## src/rtl/card_pkg.sv

```systemverilog
// card_pkg: shared definitions for the card-recognition slice.
//   - Geometry of the rank corner window and the resulting score width.
//   - rank_t: template index to card rank mapping (0 = A ... 12 = K).
//   - cls_state_t: rank_classifier controller states.
//   - Default classification threshold and timeout budget.
package card_pkg;

  localparam int CORNER_WIDTH    = 28;
  localparam int RANK_HEIGHT     = 40;
  localparam int RANK_SIZE       = CORNER_WIDTH * RANK_HEIGHT;  // 1120 pixels
  localparam int SCORE_WIDTH     = $clog2(RANK_SIZE);           // 11 bits
  localparam int NUM_RANKS       = 13;
  localparam int MATCH_THRESHOLD = 400;
  localparam int TIMEOUT_CYCLES  = 4096;

  typedef enum logic [3:0] {
    RANK_A, RANK_2, RANK_3, RANK_4, RANK_5, RANK_6, RANK_7,
    RANK_8, RANK_9, RANK_10, RANK_J, RANK_Q, RANK_K
  } rank_t;

  typedef enum logic [1:0] {
    ST_IDLE,
    ST_COLLECT,
    ST_COMPARE,
    ST_REPORT
  } cls_state_t;

endpackage

```

## src/rtl/rank_classifier_argmin_scan.sv

```systemverilog
// argmin_scan: sequential minimum finder, one candidate per cycle.
//   clk, rst          : clock, synchronous active-high reset
//   i_start           : (re)initialise running best to all-ones / index 0
//   i_cand_en         : a candidate is presented this cycle
//   i_cand_valid      : candidate slot holds a real score
//   i_cand_score      : candidate score (unsigned)
//   i_cand_index      : candidate index
//   i_cand_last       : this is the final candidate of the scan
//   o_best_index      : index of the lowest score seen so far
//   o_best_score      : lowest score seen so far
//   o_done            : one-cycle pulse after the final candidate is absorbed
module argmin_scan #(
  parameter int NUM_TEMPLATES = 13,
  parameter int SCORE_WIDTH   = 11,
  localparam int IDX_W        = $clog2(NUM_TEMPLATES)
) (
  input  logic                   clk,
  input  logic                   rst,
  input  logic                   i_start,
  input  logic                   i_cand_en,
  input  logic                   i_cand_valid,
  input  logic [SCORE_WIDTH-1:0] i_cand_score,
  input  logic [IDX_W-1:0]       i_cand_index,
  input  logic                   i_cand_last,
  output logic [IDX_W-1:0]       o_best_index,
  output logic [SCORE_WIDTH-1:0] o_best_score,
  output logic                   o_done
);

  // NOTE: sequential state is updated with non-blocking assignments only, so
  // every register samples the pre-edge values of its neighbours.
  always_ff @(posedge clk) begin
    if (rst) begin
      o_best_index <= '0;
      o_best_score <= '1;
      o_done       <= 1'b0;
    end else begin
      o_done <= 1'b0;
      if (i_start) begin
        o_best_index <= '0;
        o_best_score <= '1;
      end else if (i_cand_en) begin
        // Strictly-lower replacement keeps the lowest index on ties.
        if (i_cand_valid && (i_cand_score < o_best_score)) begin
          o_best_index <= i_cand_index;
          o_best_score <= i_cand_score;
        end
        o_done <= i_cand_last;
      end
    end
  end

endmodule

```

## src/rtl/rank_classifier.sv

```systemverilog
// rank_classifier: gathers one mismatch score per rank template, then picks
// the lowest score and reports its rank with a one-cycle valid pulse.
//   clk, rst     : clock, synchronous active-high reset
//   score_in     : flattened scores, matcher i at [i*SCORE_WIDTH +: SCORE_WIDTH]
//   score_valid  : per-matcher one-cycle "score final" strobe
//   rank_out     : winning template index
//   rank_score   : mismatch count of the winner
//   rank_valid   : one-cycle pulse qualifying the four result outputs
//   no_match     : winner above threshold, or result forced by timeout
//   timeout      : result forced because not every matcher reported in time
//   overrun      : sticky; a score arrived while comparing/reporting
//   busy         : high whenever the controller is not idle
module rank_classifier
  import card_pkg::*;
#(
  parameter int NUM_TEMPLATES   = NUM_RANKS,
  parameter int SCORE_WIDTH     = card_pkg::SCORE_WIDTH,
  parameter int MATCH_THRESHOLD = card_pkg::MATCH_THRESHOLD,
  parameter int TIMEOUT_CYCLES  = card_pkg::TIMEOUT_CYCLES,
  localparam int IDX_W          = $clog2(NUM_TEMPLATES)
) (
  input  logic                                 clk,
  input  logic                                 rst,
  input  logic [NUM_TEMPLATES*SCORE_WIDTH-1:0] score_in,
  input  logic [NUM_TEMPLATES-1:0]             score_valid,
  output logic [IDX_W-1:0]                     rank_out,
  output logic [SCORE_WIDTH-1:0]               rank_score,
  output logic                                 rank_valid,
  output logic                                 no_match,
  output logic                                 timeout,
  output logic                                 overrun,
  output logic                                 busy
);

  localparam int CNT_W = $clog2(TIMEOUT_CYCLES);
  localparam logic [IDX_W-1:0]       LAST_IDX = IDX_W'(NUM_TEMPLATES - 1);
  localparam logic [CNT_W-1:0]       CNT_LAST = CNT_W'(TIMEOUT_CYCLES - 1);
  localparam logic [SCORE_WIDTH-1:0] THRESH   = SCORE_WIDTH'(MATCH_THRESHOLD);

  cls_state_t               r_state;
  logic [SCORE_WIDTH-1:0]   r_scores [NUM_TEMPLATES];
  logic [NUM_TEMPLATES-1:0] r_seen;
  logic [CNT_W-1:0]         r_count;
  logic                     r_timeout_flag;
  logic [IDX_W-1:0]         r_scan_idx;

  logic                     w_accept;
  logic [NUM_TEMPLATES-1:0] w_seen_next;
  logic                     w_all_seen;
  logic [IDX_W-1:0]         w_best_index;
  logic [SCORE_WIDTH-1:0]   w_best_score;
  logic                     w_scan_done;

  // Scores are only taken while gathering; anything later is an overrun.
  assign w_accept    = (r_state == ST_IDLE) || (r_state == ST_COLLECT);
  assign w_seen_next = r_seen | score_valid;
  assign w_all_seen  = &w_seen_next;
  assign busy        = (r_state != ST_IDLE);

  // NOTE: the score file has no reset; the seen bits alone say which slots
  // hold meaningful data, so clearing the storage would add nothing.
  always_ff @(posedge clk) begin
    if (w_accept) begin
      for (int i = 0; i < NUM_TEMPLATES; i++) begin
        if (score_valid[i]) r_scores[i] <= score_in[i*SCORE_WIDTH +: SCORE_WIDTH];
      end
    end
  end

  always_ff @(posedge clk) begin
    if (rst) begin
      r_state        <= ST_IDLE;
      r_seen         <= '0;
      r_count        <= '0;
      r_timeout_flag <= 1'b0;
      r_scan_idx     <= '0;
      rank_out       <= '0;
      rank_score     <= '0;
      rank_valid     <= 1'b0;
      no_match       <= 1'b0;
      timeout        <= 1'b0;
      overrun        <= 1'b0;
    end else begin
      rank_valid <= 1'b0;
      if (!w_accept && (|score_valid)) overrun <= 1'b1;

      case (r_state)
        ST_IDLE: begin
          r_scan_idx <= '0;
          if (|score_valid) begin
            r_seen         <= w_seen_next;
            r_count        <= '0;
            r_timeout_flag <= 1'b0;
            r_state        <= w_all_seen ? ST_COMPARE : ST_COLLECT;
          end
        end
        ST_COLLECT: begin
          r_scan_idx <= '0;
          r_seen     <= w_seen_next;
          // A completing score wins over a simultaneous timeout.
          if (w_all_seen) begin
            r_state <= ST_COMPARE;
          end else if (r_count == CNT_LAST) begin
            r_timeout_flag <= 1'b1;
            r_state        <= ST_COMPARE;
          end else begin
            r_count <= r_count + 1'b1;
          end
        end
        ST_COMPARE: begin
          if (r_scan_idx == LAST_IDX) r_state <= ST_REPORT;
          else                        r_scan_idx <= r_scan_idx + 1'b1;
        end
        ST_REPORT: begin
          if (w_scan_done) begin
            rank_out       <= w_best_index;
            rank_score     <= w_best_score;
            no_match       <= r_timeout_flag || (w_best_score > THRESH);
            timeout        <= r_timeout_flag;
            rank_valid     <= 1'b1;
            r_seen         <= '0;
            r_count        <= '0;
            r_timeout_flag <= 1'b0;
            r_state        <= ST_IDLE;
          end
        end
        default: r_state <= ST_IDLE;
      endcase
    end
  end

  argmin_scan #(
    .NUM_TEMPLATES(NUM_TEMPLATES),
    .SCORE_WIDTH  (SCORE_WIDTH)
  ) u_scan (
    .clk          (clk),
    .rst          (rst),
    .i_start      (w_accept),
    .i_cand_en    (r_state == ST_COMPARE),
    .i_cand_valid (r_seen[r_scan_idx]),
    .i_cand_score (r_scores[r_scan_idx]),
    .i_cand_index (r_scan_idx),
    .i_cand_last  (r_scan_idx == LAST_IDX),
    .o_best_index (w_best_index),
    .o_best_score (w_best_score),
    .o_done       (w_scan_done)
  );

endmodule

```

## config.mk

```make
export PLATFORM = sky130hd
export DESIGN_NAME = rank_classifier
export DESIGN_NICKNAME = d
export VERILOG_FILES = /design/src/rtl/card_pkg.sv /design/src/rtl/rank_classifier_argmin_scan.sv /design/src/rtl/rank_classifier.sv
export SDC_FILE = /design/constraint.sdc
export NUM_CORES = 1
export LEC_CHECK = 0
export ABC_AREA = 1
export CORE_UTILIZATION = 52
export DETAILED_ROUTE_END_ITERATION = 6
export PLACE_DENSITY = 0.9
export SETUP_SLACK_MARGIN = 0.3
export SLEW_MARGIN = 20
export SYNTH_ARGS = -nofsm -noshare
export SYNTH_HDL_FRONTEND = slang
export SYNTH_SLANG_ARGS = --single-unit
```

## constraint.sdc

```tcl
create_clock -name clk -period 3.04 [get_ports clk]
set_input_delay 0.608 -clock clk [delete_from_list [all_inputs] [get_ports clk]]
set_output_delay 0.608 -clock clk [all_outputs]
set_load 0.005 [all_outputs]
```

==> metrics.yaml, run 1 <==
floorplan:
  die_area_sq_mm: 0.0182
  fp.dieH_um: 135
  num_rows: 48
  core-area_sq_mm: 0.0173
  die_w_um: 135
  ios: 178
  initial_core_util_pct: 53.2
routing:
  via_per_inst: 6.39
  wl_per_cell_um: 24.7
  drc: 3
  drtIter0Drc: 1590
  first_pass_iters: 7
  drt-total-wl_mm: 33.6
  dr_total_vias: 8712
  ant_nets: 0
yosys:
  synth_top_cell_by_area: "edfxtp_1"
  netlist_area_sq_mm: 0.00921
  async_reset_ff_share_pct: 0
  synth_common_cells: "nor2_1, edfxtp_1, o21ai_0, nand2_1, dfxtp_1"
  synth_edf_count: 143
  ys_ff_latch: 214
  yosysWarnings: 0
  synth_top_area_share_pct: 46.6
  netlist_top_cells_area: "edfxtp_1, dfxtp_1, nor2_1"
  synth_nets: 1084
  syn_avg_cell_area_sq_um: 10.1
  synth.distinct_cells: 39
  synth_cells: 908
  synth-seq-area-share_pct: 62.1
  synthFlopType: "edfxtp_1"
  synth.most_common_cell: "nor2_1"
timing:
  setup_slack_ps: -211
  finalHoldViolations: 0
  worstMarginPinSlew_ps: 590
  finalCritPeriodShare_pct: 107
  slew_viol_final: 0
  skew_ps: 22.6
  timing.slew.headroom_pct: 60.4
  clock.fmax_mhz: 308
  rsz0062_at_grt: "yes"
  min_period_ps: 3250
  setup_viol: 15
cts:
  cts_sinks: 214
  clk_pin_slew_ps: 70
  hold_buffers: 0
  h-tree-depth: 1
  tritoncts: "done"
  cts_max_path_buffers: 3
  clock_latency_ps: 530
  clockRootBuffer: "clkbuf_16"
  cts_made_buffers: 22
global_route:
  grt_pass1_wl_mm: 44.5
  track_usage_pct: 32.9
  grt_max_degree: 28
  antenna_found_initial: 2
  grt_pass1_vias: 8025
  grt-ovfl-total: 0
finish:
  drive_above_1_share_pct: 14.2
  finalNetCount: 1297
  fillerInstances: 980
  final_util_pct: 72.8
  area_growth_pct: 36.8
worst_setup_path:
  crit_path_top_delay_cell: "dfxtp_4"
  crit_type: "flop to flop"
  crit_end: "u_scan.o_best_score[10]$_SDFFE_PP1P_"
  r2r_cells: 16
  r2r-end: "u_scan.o_best_score[10]$_SDFFE_PP1P_"
  arrival_ps: 3720
  worst_setup_path_start_kind: "flop"
  crit_path_max_incr_delay_ps: 450
  critPathRequiredTime_ps: 3510
  r2r_slack_ps: -210
  cp_max_fo: 25
  path_cells: "buf_4 -> buf_16 -> nor2_1 -> o22ai_2 -> o21ai_2 -> o22ai_2 -> ha_1 -> nand2_2 -> nor2_1 -> a21oi_2 -> o211ai_1 -> nor2_2 -> buf_4 -> buf_6 -> nand3_2 -> nand3_1"
  cp-end-kind: "flop"
power_and_ir_drop:
  ir_worst_vdd_v: 0.000604
  p_leak_nw: 4.80
  powerDensity_mw_per_mm2: 814
placed_design:
  port_buffers: 177
  dp_slack_ps: 115
  hpwlAfterDp_mm: 18.4
  gp_congestion: 0.907
status:
  violations: "design-rule violations, negative setup slack"
  status: "complete, but fails checks"
min_path:
  hold_path_class: "flop to flop"
  hold_path.startpoint: "u_scan.o_best_index[0]$_SDFFE_PP0P_"
run:
  maxCapViolCount: 0
[registers in the layout, indices dropped and copies added (netlist names), 2 cells and up, named ones only]
signal,cells
r_scores,143
r_count,12
u_scan.o_best_index,4
r_scan_idx,4
r_seen,13
rank_out,4
r_state,2
u_scan.o_best_score,11
rank_score,11
[critical path, delay by kind of cell, from the launching register on]
kind / cells / cell delay, ps
AOI/OAI and AO/OA: 5 / 890
and+or+nand+nor: 6 / 880
adders and majority gates: 1 / 320
DFF: 1 / 450
buffers and inverters: 4 / 650
[power by group]
group,internal [mW],switching [mW],total (mW)
clock network,1.69,1.22,2.91
registers,3.84,0.304,4.14
logic,1.12,2.07,3.19
[worst min-delay path by stage]
stage	cells past startpoint	slack [ps]	endpoint
after global placement	2	440	u_scan.o_best_score[6]$_SDFFE_PP1P_
after detailed placement	2	440	u_scan.o_best_score[6]$_SDFFE_PP1P_
after floorplan	2	430	u_scan.o_best_score[10]$_SDFFE_PP1P_
final	2	490	u_scan.o_best_index[0]$_SDFFE_PP0P_
after global routing	2	510	rank_out[1]$_SDFFE_PP0P_
after CTS	2	460	u_scan.o_best_score[6]$_SDFFE_PP1P_
[metal layers]
layer	vias to the layer above	global-route usage, %	share of wire, %
met5	-	0	0.036
met4	2	21.3	8.9
met3	250	7.32	14
met2	900	52.4	43
met1	3966	40.6	34
li1	3594	-	-
[logic make-up after synthesis]
| family | synth area share (%) |
|---|---|
| simple gates | 15.6 |
| compound gates | 13.6 |
| flops | 62.1 |
| buf+inv | 5.67 |
| fa+ha+maj | 2.45 |
| xor+xnor | 0.571 |
[metrics by stage]
step,cells,power (mW),hold slack (ps),TNS (ps),cell area [sq um]
6_report,1363,10.2,485,-1420,12600
5_1_grt,1363,10.6,507,-2340,12600
4_1_cts,1346,9.61,461,0,12200
3_5_place_dp,1295,6.61,444,0,11300
3_3_place_gp,1295,6.50,438,0,11300
2_1_floorplan,908,5.61,429,0,9210
[repair_timing]
action,in CTS,in global routing
cloned,1,4
setup buffers,10,12
endpoints found under the setup margin,15,15
pin swaps,6,22
resized for setup,28,62
[layout by cell type (no fill, tap or decap), types with 3 or more instances in the layout]
cell / netlist / layout
buf_4: 3 / 44
inv_2: 5 / 4
o21ai_1: 5 / 20
a21oi_1: 55 / 51
ha_1: 18 / 16
a21oi_2: 0 / 3
clkbuf_16: 0 / 26
xor2_1: 5 / 5
nand3_4: 0 / 3
nor2_1: 152 / 148
buf_6: 6 / 5
o211ai_1: 11 / 11
dfxtp_1: 71 / 69
o22ai_1: 21 / 18
buf_12: 0 / 4
a211oi_1: 10 / 10
inv_6: 0 / 4
bufinv_16: 0 / 3
nand2_1: 102 / 92
o21ai_0: 107 / 86
nand3_2: 13 / 13
inv_1: 63 / 62
nor3_1: 4 / 4
nand4_1: 7 / 7
nand2_2: 1 / 10
o21ai_2: 0 / 6
nand3_1: 45 / 42
o22ai_2: 5 / 8
nor2_2: 1 / 4
edfxtp_1: 143 / 143
clkdlybuf4s50_1: 0 / 177
[cell type report]
cell class | count | area [sq um] | share of cell area (%)
multi-input cells | 578 | 3170 | 25.2
inverters | 69 | 272 | 2.16
well taps | 225 | 282 | 2.24
clock buffers | 27 | 602 | 4.78
clock inverters | 13 | 171 | 1.36
flip-flops and latches | 214 | 5720 | 45.4
repair buffers | 236 | 2370 | 18.8
diodes | 1 | 2.50 | 0.0199
(Power assumes the default switching activity.)
==> run 2: changes to the inputs <==
--- a/config.mk
+++ b/config.mk
@@ -6,8 +6,10 @@
 export NUM_CORES = 1
 export LEC_CHECK = 0
 export ABC_AREA = 1
+export CORE_ASPECT_RATIO = 0.7
 export CORE_UTILIZATION = 52
 export DETAILED_ROUTE_END_ITERATION = 6
+export MAX_ROUTING_LAYER = met4
 export PLACE_DENSITY = 0.9
 export SETUP_SLACK_MARGIN = 0.3
 export SLEW_MARGIN = 20
==> run 2 against run 1 <==
- the flow still finishes with violations (design-rule violations, negative setup slack)
- worst setup slack got worse by 710 ps
- highest routed layer is now met4
- hold slack got worse by 3.5 ps
- clock-buffer cell count increased by 2
- register-to-register slack got worse by 710 ps
- die area barely moved
- utilization rose by 2.7 points
- total power up 6.6%
- flip-flop and latch count stayed put
- maximum frequency is 18% lower
==> metrics.yaml, run 2 (same netlist as run 1, synthesis figures left out) <==
status:
  status: "complete, but fails checks"  # unchanged
  violations: "design-rule violations, negative setup slack"  # unchanged
finish:
  final_cell_mix: "clkdlybuf4s50_1, edfxtp_1, nor2_1"  # was clkdlybuf4s50_1, nor2_1, edfxtp_1
  finalNetCount: 1321  # was 1297
  drive_above_1_share_pct: 17.2  # was 14.2%
  stdcell_area_sq_mm: 0.0130  # was 0.0126 sq mm
  final_common_cell: "clkdlybuf4s50_1"  # unchanged
  regMostFlops: "r_scores"  # unchanged
  area_growth_pct: 41.3  # was 36.8%
  largest_register_ffs: 143  # unchanged
  top_regs: "r_scores (143), r_seen (13), r_count (12)"  # unchanged
cts:
  clk_pin_slew_ps: 80  # was 70 ps
  cts_max_path_buffers: 3  # unchanged
  h-tree-depth: 1  # unchanged
  cts_sinks: 214  # unchanged
  cts_made_buffers: 21  # was 22
  clock_latency_ps: 540  # was 530 ps
  hold_buffers: 0  # unchanged
  clockRootBuffer: "clkbuf_16"  # unchanged
  tritoncts: "done"  # unchanged
global_route:
  track_usage_pct: 38.3  # was 32.9%
  grt_pass1_wl_mm: 50.1  # was 44.5 mm
  grt_max_degree: 28  # unchanged
  antenna_found_initial: 3  # was 2
  grt_pass1_vias: 8531  # was 8025
  grt-ovfl-total: 0  # unchanged
timing:
  skew_ps: 25.0  # was 22.6 ps
  slew_viol_final: 0  # unchanged
  min_period_ps: 3960  # was 3250 ps
  finalCritPeriodShare_pct: 130  # was 107%
  setup_slack_ps: -917  # was -211 ps
  finalHoldViolations: 0  # unchanged
  timing.slew.headroom_pct: 47.6  # was 60.4%
  rsz0062_at_grt: "yes"  # unchanged
  worstMarginPinSlew_ps: 785  # was 590 ps
  clock.fmax_mhz: 253  # was 308 MHz
  setup_viol: 15  # unchanged
floorplan:
  fp.dieH_um: 113  # was 135 um
  core-area_sq_mm: 0.0172  # was 0.0173 sq mm
  die_area_sq_mm: 0.0182  # about the same
  ios: 178  # unchanged
  num_rows: 40  # was 48
  initial_core_util_pct: 53.5  # was 53.2%
  die_w_um: 161  # was 135 um
routing:
  ant_nets: 0  # unchanged
  drt-total-wl_mm: 41.3  # was 33.6 mm
  dr_total_vias: 9555  # was 8712
  drc: 163  # was 3
  first_pass_iters: 7  # unchanged
  via_per_inst: 6.85  # was 6.39
  wl_per_cell_um: 29.6  # was 24.7 um
  drtIter0Drc: 2338  # was 1590
power_and_ir_drop:
  p_switching_mw: 4.12  # was 3.60 mW
  swShare_pct: 37.7  # was 35.1%
  p_comb_share_pct: 36.6  # was 31.1%
  p_clk_share_pct: 25.0  # was 28.4%
  ir_worst_vdd_v: 0.000609  # was 0.000604 V
  powerDensity_mw_per_mm2: 840  # was 814 mW/mm^2
  internal_power_mw: 6.81  # was 6.65 mW
  p_leak_nw: 4.98  # was 4.80 nW
  sequentialPowerShare_pct: 38.4  # was 40.4%
worst_setup_path:
  worst_setup_path_start_kind: "flop"  # unchanged
  r2r_cells: 17  # was 16
  critPathRequiredTime_ps: 3470  # was 3510 ps
  cp_max_fo: 8  # was 25
  crit_end: "u_scan.o_best_index[0]$_SDFFE_PP0P_"  # was u_scan.o_best_score[10]$_SDFFE_PP1P_
  r2r_slack_ps: -920  # was -210 ps
  crit_type: "flop to flop"  # unchanged
  cp-end-kind: "flop"  # unchanged
  r2r-end: "u_scan.o_best_index[0]$_SDFFE_PP0P_"  # was u_scan.o_best_score[10]$_SDFFE_PP1P_
  arrival_ps: 4380  # was 3720 ps
placed_design:
  dp_slack_ps: 124  # was 115 ps
  hpwlAfterDp_mm: 19.2  # was 18.4 mm
  gp_congestion: 0.955  # was 0.907
  port_buffers: 177  # unchanged
  dpl_cell_area_sq_mm: 0.0113  # about the same
min_path:
  hold_path_class: "flop to flop"  # unchanged
run:
  maxCapViolCount: 0  # unchanged
run 2: cell types whose count changed in the layout (fill, tap and decap cells not counted), sizes merged:
cell and delta:
bufinv -1, clkbuf +3, diode +2, buf +20, clkinv +1, bufbuf +2
inv -2
run 2: timing repair:
action	CTS	global route
setup buffers	24	18
gates cloned	8	5
setup endpoints to repair	15	15
gates resized for setup	80	55
pin swaps	19	24
run 2: power groups by stage:
stage               sequential, mW  combinational [mW]  clock (mW)
floorplan                     4.02                1.59           0
global placement              4.10                2.43           0
detailed placement            4.11                2.53           0
CTS                           4.10                3.07        2.62
global route                  4.21                4.06        2.80
finish                        4.20                4.00        2.73
run 2: cell type report:
type	count	area, sq um
antenna	3	7.51
tap	231	289
inverter	69	280
timing repair inverter	2	16.3
fill	948	4210
clock buffer	29	576
timing repair buffer	259	2740
multi-input combinational	578	3280
sequential	214	5720
clock inverter	9	97.6
run 2: worst min-delay path by stage:
stage | start | to | slack, ps | depth (start not counted)
finish | overrun$_SDFFE_PP0P_ | overrun$_SDFFE_PP0P_ | 480 | 2
global placement | u_scan.o_best_score[9]$_SDFFE_PP1P_ | u_scan.o_best_score[9]$_SDFFE_PP1P_ | 440 | 2
CTS | u_scan.o_best_score[3]$_SDFFE_PP1P_ | u_scan.o_best_score[3]$_SDFFE_PP1P_ | 460 | 2
detailed placement | u_scan.o_best_score[6]$_SDFFE_PP1P_ | u_scan.o_best_score[6]$_SDFFE_PP1P_ | 440 | 2
floorplan | u_scan.o_best_score[10]$_SDFFE_PP1P_ | u_scan.o_best_score[10]$_SDFFE_PP1P_ | 430 | 2
global route | rank_out[2]$_SDFFE_PP0P_ | rank_out[2]$_SDFFE_PP0P_ | 510 | 2
run 2: per-layer routing:
layer / vias to the layer above / global-route usage [%] / part of all wire, %
li1: 3650 / - / -
met2: 1210 / 55.2 / 40
met1: 4278 / 47.0 / 32
met3: 417 / 12.3 / 18
met4: 0 / 23.5 / 10
met5: - / - / 0
run 2: metrics by stage:
step | hold WS (ps) | cells | setup TNS, ps | power (mW) | utilization, %
3_3_place_gp | 438 | 1298 | 0 | 6.53 | 65.4
3_5_place_dp | 444 | 1298 | 0 | 6.64 | 65.4
5_1_grt | 513 | 1394 | -13180 | 11.1 | 75.5
6_report | 482 | 1394 | -13240 | 10.9 | 75.5
2_1_floorplan | 429 | 908 | 0 | 5.61 | -
4_1_cts | 463 | 1368 | 0 | 9.79 | 72.8
run 2: worst max-delay path: stages (launching register included):
cell,delay (ps)
dfxtp_4,410
buf_6,140
buf_12,120
clkbuf_16,160
nor2_1,180
o22ai_1,310
o211ai_1,660
nand2_2,200
ha_4,330
nand2_2,60
o21ai_2,320
a21oi_4,90
o211ai_1,160
nor2_2,110
buf_4,160
buf_8,140
a21oi_2,190
nor2_1,70
